## src/rtl/counter_ctrl_pkg.sv

```systemverilog
// Shared definitions for the counter sequencing controller: command opcodes,
// FSM states and the default counter geometry.
package counter_ctrl_pkg;

    localparam int MOD = 12;
    localparam int W   = 4;

    typedef enum logic [1:0] {
        OP_LOAD  = 2'b00,
        OP_UP    = 2'b01,
        OP_DOWN  = 2'b10,
        OP_CLEAR = 2'b11
    } op_e;

    typedef enum logic [1:0] {
        S_IDLE  = 2'b00,
        S_EXEC  = 2'b01,
        S_COUNT = 2'b10,
        S_DONE  = 2'b11
    } state_e;

endpackage

```

## src/rtl/counter_seq_ctrl.sv

```systemverilog
// Sequences LOAD/UP/DOWN/CLEAR commands onto an external modulus counter and
// reports the final value, a reject flag and the number of wraps seen.
module counter_seq_ctrl #(
    parameter int MOD = counter_ctrl_pkg::MOD,
    parameter int W   = counter_ctrl_pkg::W
) (
    input  logic         clk,
    input  logic         reset,
    input  logic         cmd_valid,
    output logic         cmd_ready,
    input  logic [1:0]   cmd_op,
    input  logic [W-1:0] cmd_arg,
    output logic         done,
    output logic         err,
    output logic [W-1:0] result,
    output logic [1:0]   wraps,
    output logic         busy,
    output logic         cnt_reset,
    output logic         cnt_load,
    output logic         cnt_mode,
    output logic [W-1:0] cnt_data_in,
    input  logic [W-1:0] cnt_data_out
);

    typedef counter_ctrl_pkg::op_e    op_t;
    typedef counter_ctrl_pkg::state_e state_t;

    localparam logic [W-1:0] MAXV = W'(MOD - 1);

    state_t       state, state_nx;
    op_t          op_q;
    logic [W-1:0] arg_q;
    logic [W-1:0] steps;
    logic [1:0]   wcnt;
    logic         rej;
    logic [W-1:0] result_q;
    logic         err_q;
    logic [1:0]   wraps_q;
    logic         accept;
    logic         cmd_rej;
    logic         wrap_hit;

    assign accept   = cmd_valid && cmd_ready;
    assign cmd_rej  = (op_t'(cmd_op) == counter_ctrl_pkg::OP_LOAD) && (cmd_arg > MAXV);
    assign wrap_hit = ((op_q == counter_ctrl_pkg::OP_UP)   && (cnt_data_out == MAXV)) ||
                      ((op_q == counter_ctrl_pkg::OP_DOWN) && (cnt_data_out == '0));

    always_ff @(posedge clk) begin
        if (reset) begin
            state    <= counter_ctrl_pkg::S_IDLE;
            op_q     <= counter_ctrl_pkg::OP_LOAD;
            arg_q    <= '0;
            steps    <= '0;
            wcnt     <= '0;
            rej      <= 1'b0;
            result_q <= '0;
            err_q    <= 1'b0;
            wraps_q  <= '0;
        end else begin
            state <= state_nx;
            if (accept) begin
                op_q  <= op_t'(cmd_op);
                arg_q <= cmd_arg;
                steps <= cmd_arg;
                wcnt  <= '0;
                rej   <= cmd_rej;
            end
            if (state == counter_ctrl_pkg::S_COUNT) begin
                steps <= steps - 1'b1;
                if (wrap_hit && wcnt != 2'd3)
                    wcnt <= wcnt + 2'd1;
            end
            // Latch the completion report so it holds until the next done.
            if (state == counter_ctrl_pkg::S_DONE) begin
                result_q <= cnt_data_out;
                err_q    <= rej;
                wraps_q  <= wcnt;
            end
        end
    end

    always_comb begin
        state_nx    = state;
        cnt_load    = 1'b1;
        cnt_data_in = cnt_data_out;
        cnt_mode    = (op_q == counter_ctrl_pkg::OP_UP);
        case (state)
            counter_ctrl_pkg::S_IDLE: begin
                if (accept) begin
                    case (op_t'(cmd_op))
                        counter_ctrl_pkg::OP_LOAD:
                            state_nx = cmd_rej ? counter_ctrl_pkg::S_DONE : counter_ctrl_pkg::S_EXEC;
                        counter_ctrl_pkg::OP_CLEAR:
                            state_nx = counter_ctrl_pkg::S_EXEC;
                        default:
                            state_nx = (cmd_arg == '0) ? counter_ctrl_pkg::S_DONE : counter_ctrl_pkg::S_COUNT;
                    endcase
                end
            end
            counter_ctrl_pkg::S_EXEC: begin
                // CLEAR relies on cnt_reset, so load stays off for it.
                cnt_load    = (op_q == counter_ctrl_pkg::OP_LOAD);
                cnt_data_in = arg_q;
                state_nx    = counter_ctrl_pkg::S_DONE;
            end
            counter_ctrl_pkg::S_COUNT: begin
                cnt_load = 1'b0;
                if (steps == W'(1))
                    state_nx = counter_ctrl_pkg::S_DONE;
            end
            default: state_nx = counter_ctrl_pkg::S_IDLE;
        endcase
    end

    assign cnt_reset = reset || ((state == counter_ctrl_pkg::S_EXEC) && (op_q == counter_ctrl_pkg::OP_CLEAR));
    assign cmd_ready = (state == counter_ctrl_pkg::S_IDLE);
    assign busy      = (state != counter_ctrl_pkg::S_IDLE);
    assign done      = (state == counter_ctrl_pkg::S_DONE);
    assign result    = done ? cnt_data_out : result_q;
    assign err       = done ? rej  : err_q;
    assign wraps     = done ? wcnt : wraps_q;

endmodule

```

## config.mk

```make
export PLATFORM = sky130hd
export DESIGN_NAME = counter_seq_ctrl
export DESIGN_NICKNAME = d
export VERILOG_FILES = /design/src/rtl/counter_ctrl_pkg.sv /design/src/rtl/counter_seq_ctrl.sv
export SDC_FILE = /design/constraint.sdc
export NUM_CORES = 1
export LEC_CHECK = 0
export CORE_UTILIZATION = 31
export DETAILED_ROUTE_END_ITERATION = 8
export GPL_TIMING_DRIVEN = 0
export PLACE_DENSITY = 0.68
export SLEW_MARGIN = 20
export SYNTH_ARGS = -nofsm -noshare
export SYNTH_HDL_FRONTEND = slang
export SYNTH_SLANG_ARGS = --single-unit
```

## constraint.sdc

```tcl
create_clock -name clk -period 1.55 [get_ports clk]
set_input_delay 0.31 -clock clk [delete_from_list [all_inputs] [get_ports clk]]
set_output_delay 0.31 -clock clk [all_outputs]
set_load 0.03 [all_outputs]
```

## Word-level counts from Yosys, hierarchy flattened

Cells that the tools add are included.

- Input port bits: 13
- Register bits: 22
- Output and inout bits: 17
- Logic and storage cells: 56

- Eq/ne operators: 12
- $add $sub $neg: 2
- Reductions and logical operators: 16
- Mux-type cells: 16
- $lt $le $gt $ge: 1

Operators with widths:

| kind | count |
|---|---|
| 2-to-1 mux 4 bit | 4 |
| 2-to-1 mux 2 bit | 7 |
| equality test 2 bit, second input constant | 5 |
| logical NOT 4 bit | 2 |
| logical AND 1 bit | 6 |
| logical NOT 2 bit | 3 |
| case mux 2 bit (3 select lines) | 1 |
| equality test 2 x 1 -> 1 bit, second input constant | 2 |
| equality test 4 x 1 -> 1 bit, second input constant | 1 |
| equality test 4 bit, second input constant | 1 |
| greater-than comparator 4 bit, second input constant | 1 |
| != test 2 x 1 -> 1 bit, second input constant | 2 |
| case mux 2 bit (2 select lines) | 1 |
| nonzero test 2 bit | 2 |
| subtractor 4 x 1 -> 4 bit, second input constant | 1 |
| adder 2 x 1 -> 2 bit, second input constant | 1 |
| logical OR 1 bit | 2 |
| 2-to-1 mux 1 bit | 2 |
| != test 2 bit, second input constant | 1 |
| case mux 1 bit (2 select lines) | 1 |
| AND reduction 2 bit | 1 |

## Longest topological paths before layout

Gate-level depths: netlist (run 1).

- Depth in word-level cells: 6
- Depth in mapped cells: 7
- Gate-level depth less buffers: 6

## Least setup slack after synthesis (run 1)

Ideal clock, no wire load.

- Path kind: register to register
- From: register state[0] (netlist name)
- To: register state[0] (netlist name)
- Setup slack: -261 ps
- Arrival: 1741 ps
- Buffers on the path: 0
- Stages on the path, launching flop included: 7
- Required time: 1479 ps
- Library setup time: 71 ps
- Period minus slack after synthesis: 1811 ps
- Cells stage by stage: dfxtp_1 inv_1 ha_1 inv_2 o22ai_1 or4_1 a21oi_1

- Longest elaborated chain between the ends: 4
- Elaborated cells on any way between the ends: 8
- Those cells by class: eq/ne (4); mux (1); reduce/logical (3)

Ends and longest elaborated chain:

| what | line | source |
|---|---|---|
| start: declaration | counter_seq_ctrl.sv:30 | `state_t state, state_nx;` |
| start signal: assignment | counter_seq_ctrl.sv:50 | `state <= counter_ctrl_pkg::S_IDLE;` |
| start signal: assignment | counter_seq_ctrl.sv:60 | `state <= state_nx;` |
| logical NOT 2 bit (*) | counter_seq_ctrl.sv:116 | `assign cmd_ready = (state == counter_ctrl_pkg::S_IDLE);` |
| via cmd_ready | counter_seq_ctrl.sv:10 | `output logic cmd_ready,` |
| logical AND 1 bit | counter_seq_ctrl.sv:43 | `assign accept = cmd_valid && cmd_ready;` |
| != test 2 x 1 -> 1 bit (no source line) | -- |  |
| AND reduction 2 bit (no source line) | -- |  |

Mark *: on every way through the listed nets, which the timed path passes. The rest lies on a longest branch.
A chain may end at the register's enable or synchronous reset.

## Worst setup path in the final report (run 1)

- From: register state[0] (netlist name)
- To: output err

- Longest elaborated chain between the ends: 2

Ends and longest elaborated chain:

| what | line | source |
|---|---|---|
| equality test 2 bit | counter_seq_ctrl.sv:118 | `assign done = (state == counter_ctrl_pkg::S_DONE);` |
| 2-to-1 mux 1 bit | -- |  |
| end: declaration | counter_seq_ctrl.sv:14 | `output logic err,` |

Every way passes these cells.

==> qor.txt, run 1 <==
status - finished, violations left
failing checks - setup timing
Sink Count - 22
post-route ant nets - 0
# nets final - 205
clock latency on the worst-skew pair - 0.27 ns
I/O Buffers - 29
Mapped Nets - 157
area grow syn2layout - 60.92%
WHS - 0.3926 ns
Buf+Inv Stages, Crit Path - 2
total gr overflow - 0
synth unique cells - 34
overall routed net length - 3.157 mm
setup slack after layout - -0.1611 ns
Rel. slew slack - 69.11%
DP Wirelength - 2.172 mm
min Tclk post-route - 1.711 ns
slowest stage delay, CP - 0.37 ns
router iterations before antenna repair - 4
cell count along the critical path - 4
Antenna diodes - 0
die area - 0.004136 mm²
R2R Path Start - state[1]
Worst Path Class, Setup - register to output pin
Final period util - 110.4%
Post-CTS Hold Fix Bufs - 0
skew final - 0.008742 ns
root buffer cell - clkbuf_8
Critical Path End Type - output pin
Arrival @ worst endpoint - 1.40 ns
number of I/O pins - 30
first-pass GRT wire length - 4.988 mm
critical path required time - 1.24 ns
total track usage - 15.81%
H-tree depth - 1
cell leakage power - 0.8204 nW
crit path max-delay cell type - dfxtp_4
most frequent cells in the layout - nand2_1 (19), dfxtp_1 (17), buf_6 (16)
reg2reg end - state[0]
crit-path max FO - 8
Hold WC Path Type - input port to register
Mapped Area - 0.001204 mm²
crit path from - state[0]
Initial Util - 32.63%
measured slew at the worst slew-check pin - 0.4633 ns
fmax - 0.5844 GHz
fraction of layout cells with a size suffix above 1 - 43.41%
worst path cell trace - ha_4 > buf_12 > mux2_4 > buf_6
Core ar. - 0.003689 mm²
peak supply drop - 547.9 µV
sequential fraction of the synthesis area - 36.59%
Vias - 1125
Max clock buf depth - 2
die width - 64.31 µm
Setup crit start kind - register
vias in the first global route - 1071
PwrDens - 1385 mW/mm²
initial antenna violation count - 0
flops & latches, synth - 22
multi-input combinational cell area - 845.8 µm²
Placer Congestion - 0.8429
filler cell count - 341
most common cell after layout, fill and taps aside - nand2_1
RSZ-0062 raised after global routing - yes
synthesized area per cell - 8.916 µm²
Die Y - 64.31 µm
Avg WL per Cell - 13.73 µm
Critical Path End - err
clock transition at the registers of the reported paths - 0.08 ns
CTS Buf Count - 3
Cell Rows - 22
Post-route DRC - 0
largest net degree at the start of global routing - 13
# setup viols final - 14
max-slew violation total from the final report - 0
R2R cell count - 7
number of synthesis warnings - 0
Hold Violations, Final - 0
r2r setup slk - -0.10 ns
CTS tree - built
Final Util - 52.51%
CP top delay family - flip-flops
maxcap violations - 0
count of mapped cells out of synthesis - 135
Vias/cell - 4.891
FF+latch area - 456.7 µm²
DRT iter0 DRCs - 60
==> synthesized netlist by cell type (all sizes together) <==
cell / number / area [µm²]
a21o: 1 / 7.510
dfxtp: 22 / 440.4
o2bb2ai: 1 / 27.53
a31oi: 1 / 6.260
and3: 1 / 11.26
o22ai: 1 / 6.260
buf: 1 / 7.510
nor4: 1 / 6.260
inv: 8 / 30.03
a21oi: 12 / 60.06
nand3: 2 / 15.01
a222oi: 1 / 10.01
or4: 1 / 7.510
nor2: 11 / 41.29
and2: 1 / 6.260
nand3b: 1 / 7.510
nand2: 19 / 71.32
a221oi: 1 / 8.760
nor2b: 8 / 50.05
ha: 9 / 112.6
nor3b: 3 / 22.52
nand4: 1 / 6.260
o41ai: 1 / 8.760
or4b: 1 / 13.76
mux2: 12 / 138.9
clkbuf: 6 / 22.52
o21ai: 3 / 15.01
mux2i: 2 / 20.02
a31o: 2 / 17.52
nor3: 1 / 5.000
==> state kept, by name, indices dropped and copies added, names as in the netlist <==
register  cells
result_q      4
op_q          2
err_q         1
state         2
wcnt          2
steps         4
rej           1
wraps_q       2
arg_q         4
==> area by class of cell <==
cell class / count / share of cell area [%]
Buffer: 5 / 3.101
Clock buffer: 4 / 2.842
Inverter: 8 / 1.938
Multi-Input combinational cell: 98 / 43.67
Sequential cell: 22 / 23.58
Tap cell: 48 / 3.101
Timing Repair Buffer: 45 / 21.77
==> power breakdown <==
| group | switching, mW | total, mW | leakage [nW] | internal [mW] |
|---|---|---|---|---|
| Clock | 0.191 | 0.418 | 0.0288 | 0.227 |
| Sequential | 0.116 | 0.802 | 0.182 | 0.686 |
| Combinational | 0.733 | 1.46 | 0.609 | 0.731 |
| Total | 1.04 | 2.68 | 0.820 | 1.64 |
==> cells by family (layout without fill, tap and decap cells) <==
| kind of cell | count (synthesis) | in the layout | share of synthesized area [%] |
|---|---|---|---|
| DFF | 22 | 22 | 36.59 |
| adders and majority gates | 9 | 9 | 9.356 |
| and+or+nand+nor | 51 | 51 | 21.93 |
| buffers and inverters | 15 | 62 | 4.990 |
| muxes | 14 | 14 | 13.20 |
| AOI/OAI and AO/OA | 24 | 24 | 13.93 |
==> worst min-delay path by stage <==
stage	endpoint	startpoint	slack [ns]	cells past startpoint
floorplan	wraps_q[1]	reset	0.38	1
global placement	arg_q[3]	arg_q[3]	0.45	2
detailed placement	arg_q[3]	arg_q[3]	0.45	2
CTS	op_q[0]	cmd_op[0]	0.46	3
global route	arg_q[3]	cmd_arg[3]	0.43	3
finish	arg_q[3]	cmd_arg[3]	0.39	3
==> worst min-delay path, cell delays in order <==
cell and delay, ns:
dlymetal6s2s_1 0.18, nand2_1 0.08, a21oi_1 0.05
==> metrics by stage <==
step	power (mW)	TNS, ns	cell area (µm²)	setup slack (ns)	instances
3_5_place_dp	1.847	-11.46	1573	-1.011	212
6_report	2.683	-2.004	1937	-0.1611	230
5_1_grt	2.846	-2.669	1937	-0.2027	230
4_1_cts	2.378	-2.828	1733	-0.2436	219
3_3_place_gp	1.803	-10.53	1573	-1.003	212
2_1_floorplan	1.499	-0.7638	1222	-0.1190	135
==> what timing repair did <==
item / 4_1_cts / 5_1_grt
pin swaps: 3 / 9
endpoints found under the setup margin: 24 / 19
resized for setup: 126 / 46
setup buffers: 5 / 11
==> routing by layer <==
metal  routed length, µm  GRT usage (%)
met1                1376          18.60
met2                1627          27.76
met3                 118          4.464
met4                  34          4.167
met5                   0              0
No activity file was read; power rests on OpenSTA's default activity.
==> run 2: changes to the inputs <==
Settings changed: REMOVE_ABC_BUFFERS from default to 1.
==> qor.txt, run 2 (synthesis gave the netlist of run 1 again) <==
failing checks - setup timing
Buf+Inv Stages, Crit Path - 2
CP most frequent cell - buf_6
area grow syn2layout - 56.86%
hold depth - 3
Largest regs - arg_q (4), result_q (4), steps (4)
setup TNS - -2.052 ns
most frequent cells in the layout - buf_4 (25), nand2_1 (18), dfxtp_1 (16)
status - finished, violations left
min Tclk post-route - 1.724 ns
CTS Buf Count - 3
skew final - 0.003106 ns
vias in the first global route - 1105
overall routed net length - 3.326 mm
Die Y - 64.31 µm
crit path max-delay cell type - dfxtp_4
setup slack after layout - -0.1738 ns
reg2reg end - state[0]
post-route ant nets - 0
DP Wirelength - 1.981 mm
Worst Hold End - op_q[1]
initial antenna violation count - 0
H-tree depth - 1
dpl ws - -0.9946 ns
Arrival @ worst endpoint - 1.41 ns
Max clock buf depth - 2
number of I/O pins - 30
Antenna diodes - 0
clock transition at the registers of the reported paths - 0.08 ns
Worst Path Class, Setup - register to output pin
Initial Util - 32.63%
Final period util - 111.2%
finished layout cell area - 0.001888 mm²
max-slew violation total from the final report - 0
fraction of layout cells with a size suffix above 1 - 45.86%
cell leakage power - 0.8124 nW
Cell Rows - 22
most common cell after layout, fill and taps aside - buf_4
PwrDens - 1437 mW/mm²
Sink Count - 22
largest net degree at the start of global routing - 26
slowest stage delay, CP - 0.38 ns
Final Util - 51.19%
Post-route DRC - 0
CP top delay family - flip-flops
# setup viols final - 15
peak supply drop - 853.4 µV
# nets final - 204
Vias - 1147
Avg WL per Cell - 14.52 µm
DP Area - 0.001524 mm²
Critical Path End Type - output pin
first-pass GRT wire length - 5.030 mm
filler cell count - 346
CTS tree - built
Setup crit start kind - register
total gr overflow - 0
Hold Violations, Final - 0
total power - 2.714 mW
fmax - 0.5801 GHz
crit-path max FO - 6
R2R cell count - 7
total track usage - 15.83%
hold wc startpoint - cmd_op[1]
R2R Path Start - state[0]
router iterations before antenna repair - 4
Core ar. - 0.003689 mm²
worst path cell trace - ha_4 > buf_6 > mux2_4 > buf_6
die area - 0.004136 mm²
root buffer cell - clkbuf_8
r2r setup slk - -0.13 ns
die width - 64.31 µm
critical path required time - 1.24 ns
RSZ-0062 raised after global routing - yes
maxcap violations - 0
Post-CTS Hold Fix Bufs - 0
Rel. slew slack - 63.85%
Placer Congestion - 0.7641
DRT iter0 DRCs - 51
Hold WC Path Type - input port to register
measured slew at the worst slew-check pin - 0.5423 ns
Vias/cell - 5.009
I/O Buffers - 29
clock latency on the worst-skew pair - 0.26 ns
run 2: worst max path at each step:
stage / startpoint / end / slack, ns / cells past startpoint
5_1_grt: state[1] / result[2] / -0.22 / 4
4_1_cts: state[1] / result[2] / -0.19 / 4
2_1_floorplan: state[0] / state[0] / -0.26 / 6
3_5_place_dp: reset / cnt_reset / -0.99 / 3
3_3_place_gp: reset / cnt_reset / -0.98 / 3
6_report: state[0] / result[2] / -0.17 / 4
run 2: timing repair:
item / CTS / global route
endpoints found under the setup margin: 25 / 21
gates resized for setup: 141 / 24
pin swaps: 11 / 6
gates cloned: 0 / 0
buffers inserted: 11 / 9
run 2: area by class of cell:
type / count / area, µm² / share of cell area [%]
clock buffer: 4 / 55.05 / 2.916
inverter: 8 / 37.54 / 1.988
multi-input combinational: 98 / 842.1 / 44.60
sequential: 22 / 457.9 / 24.25
tap: 48 / 60.06 / 3.181
timing repair buffer: 49 / 435.4 / 23.06
run 2: worst register-to-register path: stages (launching register included):
cell and delay, ns:
dfxtp_4 0.38, buf_4 0.13, inv_4 0.05, ha_4 0.19, inv_4 0.07, o22ai_2 0.09, or4_4 0.55, a21oi_2 0.14
run 2: stage by stage:
step	instances	hold WS, ns
global placement	205	0.4464
global route	229	0.4496
finish	229	0.4513
detailed placement	205	0.4489
CTS	220	0.4515
floorplan	128	0.3791
run 2: layer usage:
layer / wire (µm) / part of all wire [%] / track usage, %
met2: 1671 / 50 / 28.03
met3: 182 / 5.5 / 2.679
met4: 63 / 1.9 / 5.556
met5: 0 / 0 / 0
met1: 1409 / 42 / 19.01
run 2: power breakdown:
group          internal (mW)  total [mW]  switching [mW]  leakage [nW]
clock network          0.226       0.415           0.189        0.0288
registers              0.691       0.796           0.105         0.183
logic                  0.742        1.50           0.761         0.601
total                   1.66        2.71            1.05         0.812
==> run 3: changes to the inputs <==
Settings changed: PLACE_DENSITY 0.68 to default.
==> qor.txt, run 3 (synthesis gave the netlist of run 1 again) <==
Vias/cell - 5.005
FF+latch area - 454.2 µm²
CP top delay family - flip-flops
total track usage - 14.89%
Arrival @ worst endpoint - 1.40 ns
fmax - 0.5842 GHz
measured slew at the worst slew-check pin - 0.5332 ns
crit path max-delay cell type - dfxtp_4
worst path cell trace - ha_4 > buf_8 > mux2_4 > buf_6
CTS tree - built
post-route ant nets - 0
initial antenna violation count - 0
multi-input combinational cell area - 837.1 µm²
vias in the first global route - 1038
Sink Count - 22
most frequent cells in the layout - nand2_1 (18), dfxtp_1 (17), buf_6 (15)
die area - 0.004136 mm²
slowest stage delay, CP - 0.39 ns
clock latency on the worst-skew pair - 0.26 ns
DP Area - 0.001524 mm²
Critical Path End Type - output pin
finished layout cell area - 0.001822 mm²
number of I/O pins - 30
Vias - 1091
Antenna diodes - 0
skew final - 0.004906 ns
Post-route DRC - 0
Post-CTS Hold Fix Bufs - 0
number of cells after detailed placement - 205
DRT iter0 DRCs - 43
setup slack after layout - -0.1617 ns
Avg WL per Cell - 14.02 µm
Core ar. - 0.003689 mm²
Buf+Inv Stages, Crit Path - 2
DP Wirelength - 1.996 mm
status - finished, violations left
critical path required time - 1.24 ns
clock transition at the registers of the reported paths - 0.08 ns
largest net degree at the start of global routing - 26
Initial Util - 32.63%
setup TNS - -1.858 ns
router iterations before antenna repair - 4
most common cell after layout, fill and taps aside - nand2_1
max-slew violation total from the final report - 0
peak supply drop - 811.1 µV
Hold WC Path Type - register to register
crit-path max FO - 5
Cell Rows - 22
RSZ-0062 raised after global routing - yes
Rel. slew slack - 64.45%
Die Y - 64.31 µm
Placer Congestion - 0.8105
Max clock buf depth - 2
# nets final - 193
first-pass GRT wire length - 4.823 mm
area grow syn2layout - 51.35%
filler cell count - 349
fraction of layout cells with a size suffix above 1 - 39.41%
dpl ws - -1.034 ns
non-filler instance count after layout - 218
Setup crit start kind - register
total gr overflow - 0
Hold Violations, Final - 0
# setup viols final - 15
Worst Path Class, Setup - register to output pin
CTS Buf Count - 3
Largest regs - arg_q (4), result_q (4), steps (4)
maxcap violations - 0
failing checks - setup timing
min Tclk post-route - 1.712 ns
die width - 64.31 µm
I/O Buffers - 29
H-tree depth - 1
overall routed net length - 3.057 mm
cell leakage power - 0.7584 nW
root buffer cell - clkbuf_8
PwrDens - 1351 mW/mm²
Final period util - 110.4%
## run 3: report_power, final
group | internal (mW) | total (mW) | leakage, nW | switching, mW
Clock | 0.226 | 0.420 | 0.0288 | 0.194
Combinational | 0.579 | 1.25 | 0.547 | 0.667
Sequential | 0.685 | 0.795 | 0.182 | 0.111
## run 3: layout make-up
type	instances	area share (%)
multi-input cells	98	45.95
clock buffers	4	3.022
repair buffers	38	21.02
flip-flops and latches	22	24.93
inverters	8	1.786
well taps	48	3.297
## run 3: worst paths after layout
path	startpoint	to	slack, ns	cells after the start
worst max-delay path	state[0]	result[3]	-0.16	4
worst min-delay path	arg_q[0]	arg_q[0]	0.46	2
worst max register to register	state[0]	state[0]	-0.09	6
worst min register to register	arg_q[0]	arg_q[0]	0.46	2
## run 3: timing repair
item                       in CTS  in global routing
gates resized for setup       156                 10
setup endpoints to repair      32                 20
pin swaps                       5                  6
cloned                          0                  0
setup buffers                   5                  4
## run 3: per-stage QoR
stage	utilization (%)	hold slack, ns	power [mW]
after global placement	41.32	0.4405	1.749
after global routing	49.39	0.4768	2.606
after CTS	47.90	0.4583	2.415
after floorplan	-	0.3791	1.432
final	49.39	0.4623	2.462
after detailed placement	41.32	0.4474	1.784
## run 3: tightest hold or removal path: stages (launching register included)
cell and delay (ns):
dfxtp_1 0.32, nand2_1 0.05, a21oi_1 0.05
## run 3: layer usage
layer / wire length, µm / vias up / GRT usage, %
met3: 96 / 0 / 2.679
met4: 0 / 0 / 3.056
met2: 1483 / 21 / 25.26
met5: 0 / - / 0
met1: 1477 / 536 / 19.54
li1: - / 534 / -
